==> src/rtl/fft_stream_framer.sv <==
// Streaming framer ahead of fft_int: cuts a valid/ready sample stream into 2**pow_sel packets
// with sop/eop framing, zero-pad flush, round-robin channel tag and a one-entry skid buffer.
module fft_stream_framer #(
    parameter int DATA_WIDTH = 14,
    parameter int POW_MIN    = 6,
    parameter int POW_MAX    = 12,
    parameter int CHANNELS   = 1
) (
    input  logic                         clk,
    input  logic                         aclr_n,
    input  logic [3:0]                   pow_sel,
    input  logic                         flush,
    input  logic                         in_valid,
    output logic                         in_ready,
    input  logic signed [DATA_WIDTH-1:0] in_Re,
    input  logic signed [DATA_WIDTH-1:0] in_Im,
    output logic                         source_sop,
    output logic                         source_eop,
    output logic                         source_valid,
    input  logic                         source_ready,
    output logic signed [DATA_WIDTH-1:0] source_Re,
    output logic signed [DATA_WIDTH-1:0] source_Im,
    output logic [3:0]                   source_channel,
    output logic                         error
);

    localparam int CW = POW_MAX;
    localparam logic [1:0]    S_IDLE   = 2'd0;
    localparam logic [1:0]    S_RUN    = 2'd1;
    localparam logic [1:0]    S_PAD    = 2'd2;
    localparam logic [3:0]    P_MIN    = 4'(POW_MIN);
    localparam logic [3:0]    P_MAX    = 4'(POW_MAX);
    localparam logic [3:0]    CH_LAST  = 4'(CHANNELS - 1);
    localparam logic [CW-1:0] CNT_ONE  = CW'(1);

    logic [1:0]                   r_state;
    logic [CW-1:0]                r_cnt;
    logic [CW-1:0]                r_nm1;
    logic                         r_in_ready;
    logic                         r_out_valid;
    logic                         r_out_sop;
    logic                         r_out_eop;
    logic signed [DATA_WIDTH-1:0] r_out_re;
    logic signed [DATA_WIDTH-1:0] r_out_im;
    logic                         r_skid_full;
    logic                         r_skid_sop;
    logic                         r_skid_eop;
    logic                         r_skid_err;
    logic signed [DATA_WIDTH-1:0] r_skid_re;
    logic signed [DATA_WIDTH-1:0] r_skid_im;
    logic [3:0]                   r_chan;
    logic                         r_error;

    logic                         w_in_xfer;
    logic                         w_out_xfer;
    logic                         w_out_free;
    logic                         w_skid_pop;
    logic                         w_skid_fill;
    logic                         w_skid_full_nxt;
    logic                         w_pow_bad;
    logic [3:0]                   w_pow_eff;
    logic [CW-1:0]                w_nm1_new;
    logic                         w_push;
    logic                         w_push_sop;
    logic                         w_push_eop;
    logic                         w_push_err;
    logic signed [DATA_WIDTH-1:0] w_push_re;
    logic signed [DATA_WIDTH-1:0] w_push_im;
    logic [1:0]                   w_state_nxt;
    logic [CW-1:0]                w_cnt_nxt;
    logic [CW-1:0]                w_nm1_nxt;

    assign w_in_xfer  = in_valid && r_in_ready;
    assign w_out_xfer = r_out_valid && source_ready;
    assign w_out_free = !r_out_valid || w_out_xfer;

    // Out-of-range exponents are clamped; the flag rides along with the sop sample.
    assign w_pow_bad = (pow_sel < P_MIN) || (pow_sel > P_MAX);
    assign w_pow_eff = (pow_sel < P_MIN) ? P_MIN : ((pow_sel > P_MAX) ? P_MAX : pow_sel);
    assign w_nm1_new = CW'((32'd1 << w_pow_eff) - 32'd1);

    // NOTE: every signal driven here gets a default first, so no path leaves it
    // unassigned and no latch is inferred.
    always_comb begin
        w_push      = 1'b0;
        w_push_sop  = 1'b0;
        w_push_eop  = 1'b0;
        w_push_err  = 1'b0;
        w_push_re   = in_Re;
        w_push_im   = in_Im;
        w_state_nxt = r_state;
        w_cnt_nxt   = r_cnt;
        w_nm1_nxt   = r_nm1;
        case (r_state)
            S_IDLE: begin
                if (w_in_xfer) begin
                    w_push      = 1'b1;
                    w_push_sop  = 1'b1;
                    w_push_err  = w_pow_bad;
                    w_nm1_nxt   = w_nm1_new;
                    w_cnt_nxt   = CNT_ONE;
                    w_state_nxt = S_RUN;
                end
            end
            S_RUN: begin
                if (w_in_xfer) begin
                    w_push     = 1'b1;
                    w_push_eop = (r_cnt == r_nm1);
                    if (w_push_eop) begin
                        w_cnt_nxt   = '0;
                        w_state_nxt = S_IDLE;
                    end else begin
                        w_cnt_nxt = r_cnt + CNT_ONE;
                        if (flush) w_state_nxt = S_PAD;
                    end
                end else if (flush) begin
                    w_state_nxt = S_PAD;
                end
            end
            S_PAD: begin
                w_push_re = '0;
                w_push_im = '0;
                if (!r_skid_full) begin
                    w_push     = 1'b1;
                    w_push_eop = (r_cnt == r_nm1);
                    if (w_push_eop) begin
                        w_cnt_nxt   = '0;
                        w_state_nxt = S_IDLE;
                    end else begin
                        w_cnt_nxt = r_cnt + CNT_ONE;
                    end
                end
            end
            default: begin
                w_cnt_nxt   = '0;
                w_state_nxt = S_IDLE;
            end
        endcase
    end

    // A push only happens while the skid is empty, so skid pop and push never coincide.
    assign w_skid_pop      = r_skid_full && w_out_free;
    assign w_skid_fill     = w_push && !w_out_free;
    assign w_skid_full_nxt = (r_skid_full && !w_out_free) || w_skid_fill;

    // NOTE: registered state uses non-blocking assignments so every flop samples
    // pre-edge values regardless of statement order.
    always_ff @(posedge clk or negedge aclr_n) begin
        if (!aclr_n) begin
            r_state     <= S_IDLE;
            r_cnt       <= '0;
            r_nm1       <= '0;
            r_in_ready  <= 1'b0;
            r_out_valid <= 1'b0;
            r_out_sop   <= 1'b0;
            r_out_eop   <= 1'b0;
            r_out_re    <= '0;
            r_out_im    <= '0;
            r_skid_full <= 1'b0;
            r_skid_sop  <= 1'b0;
            r_skid_eop  <= 1'b0;
            r_skid_err  <= 1'b0;
            r_skid_re   <= '0;
            r_skid_im   <= '0;
            r_chan      <= '0;
            r_error     <= 1'b0;
        end else begin
            r_state     <= w_state_nxt;
            r_cnt       <= w_cnt_nxt;
            r_nm1       <= w_nm1_nxt;
            r_in_ready  <= !w_skid_full_nxt && (w_state_nxt != S_PAD);
            r_skid_full <= w_skid_full_nxt;
            r_error     <= (w_push && w_out_free && w_push_err) || (w_skid_pop && r_skid_err);

            if (w_skid_pop) begin
                r_out_valid <= 1'b1;
                r_out_sop   <= r_skid_sop;
                r_out_eop   <= r_skid_eop;
                r_out_re    <= r_skid_re;
                r_out_im    <= r_skid_im;
            end else if (w_push && w_out_free) begin
                r_out_valid <= 1'b1;
                r_out_sop   <= w_push_sop;
                r_out_eop   <= w_push_eop;
                r_out_re    <= w_push_re;
                r_out_im    <= w_push_im;
            end else if (w_out_xfer) begin
                r_out_valid <= 1'b0;
            end

            if (w_skid_fill) begin
                r_skid_sop <= w_push_sop;
                r_skid_eop <= w_push_eop;
                r_skid_err <= w_push_err;
                r_skid_re  <= w_push_re;
                r_skid_im  <= w_push_im;
            end

            // The tag advances only once the eop sample has left, keeping it frame-stable.
            if (w_out_xfer && r_out_eop) begin
                r_chan <= (r_chan == CH_LAST) ? 4'd0 : r_chan + 4'd1;
            end
        end
    end

    assign in_ready       = r_in_ready;
    assign source_valid   = r_out_valid;
    assign source_sop     = r_out_sop;
    assign source_eop     = r_out_eop;
    assign source_Re      = r_out_re;
    assign source_Im      = r_out_im;
    assign source_channel = r_chan;
    assign error          = r_error;

endmodule

==> config.mk <==
export PLATFORM = sky130hd
export DESIGN_NAME = fft_stream_framer
export DESIGN_NICKNAME = d
export VERILOG_FILES = /design/src/rtl/fft_stream_framer.sv
export SDC_FILE = /design/constraint.sdc
export NUM_CORES = 1
export LEC_CHECK = 0
export ABC_AREA = 1
export CORE_AREA = 2 2 97 99
export CTS_CLUSTER_DIAMETER = 30
export DETAILED_ROUTE_END_ITERATION = 10
export DIE_AREA = 0 0 99 101
export HOLD_SLACK_MARGIN = 0.02
export PLACE_DENSITY = 0.78
export SLEW_MARGIN = 20
export SYNTH_ARGS = -nofsm -noshare
export SYNTH_HDL_FRONTEND = slang
export SYNTH_SLANG_ARGS = --single-unit
==> constraint.sdc <==
create_clock -name clk -period 2.1 [get_ports clk]
set_input_delay 0.315 -clock clk [delete_from_list [all_inputs] [get_ports clk]]
set_output_delay 0.315 -clock clk [all_outputs]
set_load 0.03 [all_outputs]
---- After elaboration in Yosys (flattened, before gate mapping) ----
Cells that the tools add are included.
storage, ports and cells
  register bits after elaboration ......... 95
  bits of input ports ..................... 37
  output and inout port bits .............. 37
  logic and storage cells ................. 91
operators by class
  add/subtract/negate cells ............... 3
  order comparisons ....................... 2
  eq/ne operators ......................... 7
  shift operators ......................... 1
  muxes and demuxes ....................... 37
  reduce and logical (&&, ||, !) cells .... 24
operators with widths
  operator                                              count
  two-way mux 14 bit                                    6
  two-way mux 12 bit                                    4
  one-hot mux 12 bit (3 select lines)                   1
  two-way mux 1 bit                                     14
  adder 12 x 1 -> 12 bit, second input constant         1
  == test 12 bit                                        1
  two-way mux 2 bit                                     6
  two-way mux 4 bit                                     3
  left shift 1 x 4 -> 12 bit, first input constant      1
  subtractor 12 x 1 -> 12 bit, second input constant    1
  logical AND 1 bit                                     10
  inequality test 2 bit, second input constant          4
  one-hot mux 2 bit (3 select lines)                    1
  adder 4 x 1 -> 4 bit, second input constant           1
  greater-than comparator 4 bit, second input constant  1
  zero test 4 bit                                       1
  logical OR 1 bit                                      4
  < comparator 4 x 3 -> 1 bit, second input constant    1
  one-hot mux 1 bit (2 select lines)                    2
  zero test 1 bit                                       3
  AND reduction 3 bit                                   1
  nonzero test 3 bit                                    1
  == test 2 x 1 -> 1 bit, second input constant         1
  == test 2 bit, second input constant                  1
  4 further kinds                                       4

---- Longest topological paths before layout ----
  word-level depth ........................ 7
  depth in mapped cells ................... 13
  mapped depth without buffers ............ 13

---- Worst setup path after synthesis ----
OpenSTA, ideal clock, no wires.
  kind .................................... reg2reg
  from .................................... register r_state[0]
  to ...................................... register r_out_im[13] (netlist: source_Im[13])
  setup time .............................. 0.082 ns
  data arrival time ....................... 1.623 ns
  data required time ...................... 2.018 ns
  slack ................................... 0.395 ns
  cell stages (with the launch flop) ...... 11
  buffers on the path ..................... 2
  clock period less this slack ............ 1.705 ns
  cells stage by stage .................... dfrtp_1 inv_1 ha_1 inv_2 nor2_2 or2_4 a31oi_4 inv_2 buf_6 buf_6 a31oi_1
on the way
  word-level cells in the longest chain between the ends .. 5
  elaborated cells between the ends (all ways) .. 10
  classes of those cells .................. eq/ne (2); mux (4); reduce/logical (4)
RTL lines
  what                                                       line  source
  start: declaration                                         36    logic [1:0] r_state;
  start signal: assignment                                   168   r_state <= w_state_nxt;
  == test 2 x 1 -> 1 bit or zero test 2 bit (tied branches)  94    case (r_state)
  OR reduction 2 bit (no line)                               --
  one-hot mux 1 bit (2 select lines)                         94
  logical AND 1 bit                                          181   end else if (w_push && w_out_free) begin
  nonzero test 2 bit (no line)                               --
  end signal: assignment                                     180   r_out_im <= r_skid_im;
  end signal: assignment                                     186   r_out_im <= w_push_im;
  end: declaration                                           44    logic signed [DATA_WIDTH-1:0] r_out_im;
Several ways; a longest one is shown, not always the timed one. The select of a mux whose other input is x is not followed.
A chain may end at the register's enable or synchronous reset.

---- Final worst setup path ----
  from .................................... register r_state[1]
  to ...................................... register r_skid_im[2]
on the way
  word-level cells in the longest chain between the ends .. 4
  elaborated cells between the ends (all ways) .. 7
  classes of those cells .................. eq/ne (2); mux (2); reduce/logical (3)
RTL lines
  what                                                       line  source
  == test 2 x 1 -> 1 bit or zero test 2 bit (tied branches)  94
  OR reduction 2 bit (no line)                               --
  one-hot mux 1 bit (2 select lines)                         94
  logical AND 1 bit                                          143   assign w_skid_fill = w_push && !w_out_free;
  end signal: assignment                                     196   r_skid_im <= w_push_im;
  end: declaration                                           50    logic signed [DATA_WIDTH-1:0] r_skid_im;
Several ways; a longest one is shown, not always the timed one.

==> results.sh <==
export IMPL_power_frac_comb_pct=49.7
export IMPL_synthesis_area_um2=4700
export IMPL_ys_ff_latch=95
export IMPL_grt_use_met2_pct=37.0
export IMPL_overflow=0
export IMPL_status="complete, no violations"
export IMPL_core_area_um2=8980
export IMPL_yosysSeqAreaShare_pct=50.6
export IMPL_synth_edf_count=0
export IMPL_vias=4045
export IMPL_peakVddDrop_mv=0.769
export IMPL_setup_violations=0
export IMPL_start_util_pct=52.3
export IMPL_cts_buffers_inserted=9
export IMPL_fin_crit_sh_pct=91.3
export IMPL_drive_gt1_share_pct=7.22
export IMPL_endpoint_kind="register"
export IMPL_io_buffers=73
export IMPL_grt_total_usage_pct=22.5
export IMPL_p_leak_nw=2.88
export IMPL_dp_hpwl_um=7530
export IMPL_rows=35
export IMPL_busiest_layer="met2"
export IMPL_drt_total_wl_um=10400
export IMPL_firstDrtPassIters=4
export IMPL_root_buffer="clkbuf_8"
export IMPL_worstPathArrival_ps=2210
export IMPL_clk_pin_slew_ps=90
export IMPL_final_cell_mix="nand2_1, dfrtp_1, nor2_1, clkdlybuf4s50_1, inv_1"
export IMPL_min_period_ps=1920
export IMPL_worstSetupStartpointType="register"
export IMPL_crit_path_start="r_state[1]"
export IMPL_ant_nets=0
export IMPL_cts_sinks=95
export IMPL_viasPerCell=5.03
export IMPL_swShare_pct=42.6
export IMPL_ys_types=35
export IMPL_grt_max_degree=41
export IMPL_crit_fanout=28
export IMPL_internal_power_mw=4.79
export IMPL_dr_first_iter_drc_count=210
export IMPL_seq_power_share_pct=36.1
export IMPL_synth_mux_area_share_pct=0
export IMPL_slew_violations=0
export IMPL_cts_tree="yes"
export IMPL_diodes=0
export IMPL_worstReg2RegStart="r_state[1]"
export IMPL_p_sw_mw=3.56
export IMPL_nNetsFinal=735
export IMPL_powerDensity_nw_per_um2=1440
export IMPL_fillers=785
export IMPL_synth_fa_ha_area_share_pct=2.40
export IMPL_cp_data_required_time_ps=2400
export IMPL_cap_viol_max_count=0
export IMPL_finalClockSkew_ps=13.3
export IMPL_pin_count=74
export IMPL_wire_per_inst_um=12.9
export IMPL_grt_use_met3_pct=4.16
export IMPL_grt_pass1_wl_um=17900
export IMPL_fmax_mhz=522
export IMPL_antenna_found_initial=0
export IMPL_post_route_drc_count=0
export IMPL_grt_use_met1_pct=30.3
export IMPL_hold_violations=0
export IMPL_synth_xor_area_share_pct=1.31
export IMPL_rsz0062_at_grt="false"
export IMPL_die_x_um=99
export IMPL_tns_ps=0
export IMPL_cts_max_path_buffers=2
export IMPL_die_h_um=101
export IMPL_min_path_type="in -> async"
export IMPL_grt_pass1_vias=3946
export IMPL_finalWeightedCongestion=0.859
export IMPL_yosysWarnings=0
export IMPL_syn_area_per_cell_um2=7.70
export IMPL_die_area_um2=10000
export IMPL_yosys_area_share_simple_pct=27.5
export IMPL_critPathKind="reg -> reg"
export IMPL_synth_compound_area_share_pct=9.38
export IMPL_power_mw=8.36
export IMPL_insertion_delay_ps=360
export IMPL_synth_top_family_by_area="simple AND/OR/NAND/NOR gates"
export IMPL_r2r_setup_slack_ps=180
export IMPL_async_reset_ff_share_pct=100
export IMPL_syn_to_final_growth_pct=24.0
export IMPL_h_tree_depth=3
export IMPL_synth_cells=610
export IMPL_synthFlopType="dfrtp_1"
export IMPL_clkPwrFrac_pct=14.2
export IMPL_layout_commonest_cell="nand2_1"
power groups by stage:
stage	clock [mW]	combinational, mW	sequential, mW
floorplan	0	2.04	3.66
global placement	0	3.99	3.02
detailed placement	0	4.13	3.05
CTS	1.22	4.15	3.01
global route	1.29	4.61	3.11
finish	1.19	4.15	3.01
cell usage after synthesis (2+ instances only):
| cell type | count | area [um2] |
|---|---|---|
| a21oi_1 | 10 | 50.1 |
| a31oi_1 | 31 | 194 |
| buf_2 | 5 | 25.0 |
| buf_4 | 3 | 22.5 |
| buf_6 | 2 | 22.5 |
| clkbuf_1 | 13 | 48.8 |
| dfrtp_1 | 95 | 2380 |
| ha_1 | 9 | 113 |
| inv_1 | 70 | 263 |
| inv_2 | 7 | 26.3 |
| nand2_1 | 212 | 796 |
| nand2_2 | 2 | 12.5 |
| nand3_1 | 17 | 85.1 |
| nand4_1 | 3 | 18.8 |
| nor2_1 | 78 | 293 |
| nor2_2 | 6 | 37.5 |
| o21ai_0 | 20 | 100 |
| o21ai_1 | 4 | 20.0 |
| o22ai_1 | 2 | 12.5 |
| xor2_1 | 6 | 52.6 |
worst paths after layout:
| path | to | cells after the start |
|---|---|---|
| worst min register to register | r_skid_im[12] | 2 |
| worst min-delay path | source_Im[10] | 2 |
| worst max register to register | r_skid_im[2] | 10 |
| max in group asynchronous | source_Re[8] | 3 |
| worst max-delay path | r_skid_im[2] | 10 |
| min in group clk | r_skid_im[12] | 2 |
worst max-delay path, cell delays in order (launching register included):
cell	delay, ps
dfrtp_1	420
inv_1	120
ha_1	230
clkinv_1	110
o22ai_2	140
or2_4	160
nand2_2	70
nor2_2	180
buf_6	270
nand2_1	90
nand2_1	70
per-stage QoR:
stage / hold WS [ps] / setup WS, ps / cells / util, % / instance area [um2]
2_1_floorplan: 19.4 / 395 / 611 / - / 4700
3_3_place_gp: 319 / 81.0 / 786 / 62.4 / 5600
3_5_place_dp: 319 / 41.7 / 786 / 62.4 / 5600
4_1_cts: 481 / 70.6 / 802 / 64.6 / 5800
5_1_grt: 496 / 8.33 / 804 / 64.9 / 5820
6_report: 473 / 183 / 804 / 64.9 / 5820
registers in the layout, indices dropped and copies added, names as in the netlist, 2 cells and up:
register,count
r_skid_im,14
r_state,2
source_channel,4
r_cnt,12
source_Im,14
r_skid_re,14
source_Re,14
r_nm1,12
cells by family after synthesis:
logic type | count (synthesis)
XOR/XNOR | 7
adder cells (fa/ha/maj) | 9
AND/OR/NAND/NOR | 324
buffers and inverters | 101
other | 1
AO/OA/AOI/OAI | 73
flip-flops | 95
cell type report:
cell class / count / area (um2) / area share, %
clock buffer: 12 / 145 / 2.49
clock inverter: 3 / 43.8 / 0.752
inverter: 78 / 295 / 5.07
multi-input combinational: 415 / 1910 / 32.8
sequential: 95 / 2380 / 40.8
tap: 111 / 139 / 2.38
timing repair buffer: 90 / 912 / 15.7
per-layer routing:
layer  share of wire (%)  up-vias
li1                    -     2047
met2                  47       79
met3                 4.2       10
met4                 1.2        0
met1                  47     1909
met5                   0        -
timing repair:
action,CTS,global route
hold buffers,1,0
hold endpoints to repair,36,0
endpoints found under the setup margin,0,34
resized for setup,0,4
setup buffers,0,2
(Power assumes the default switching activity.)
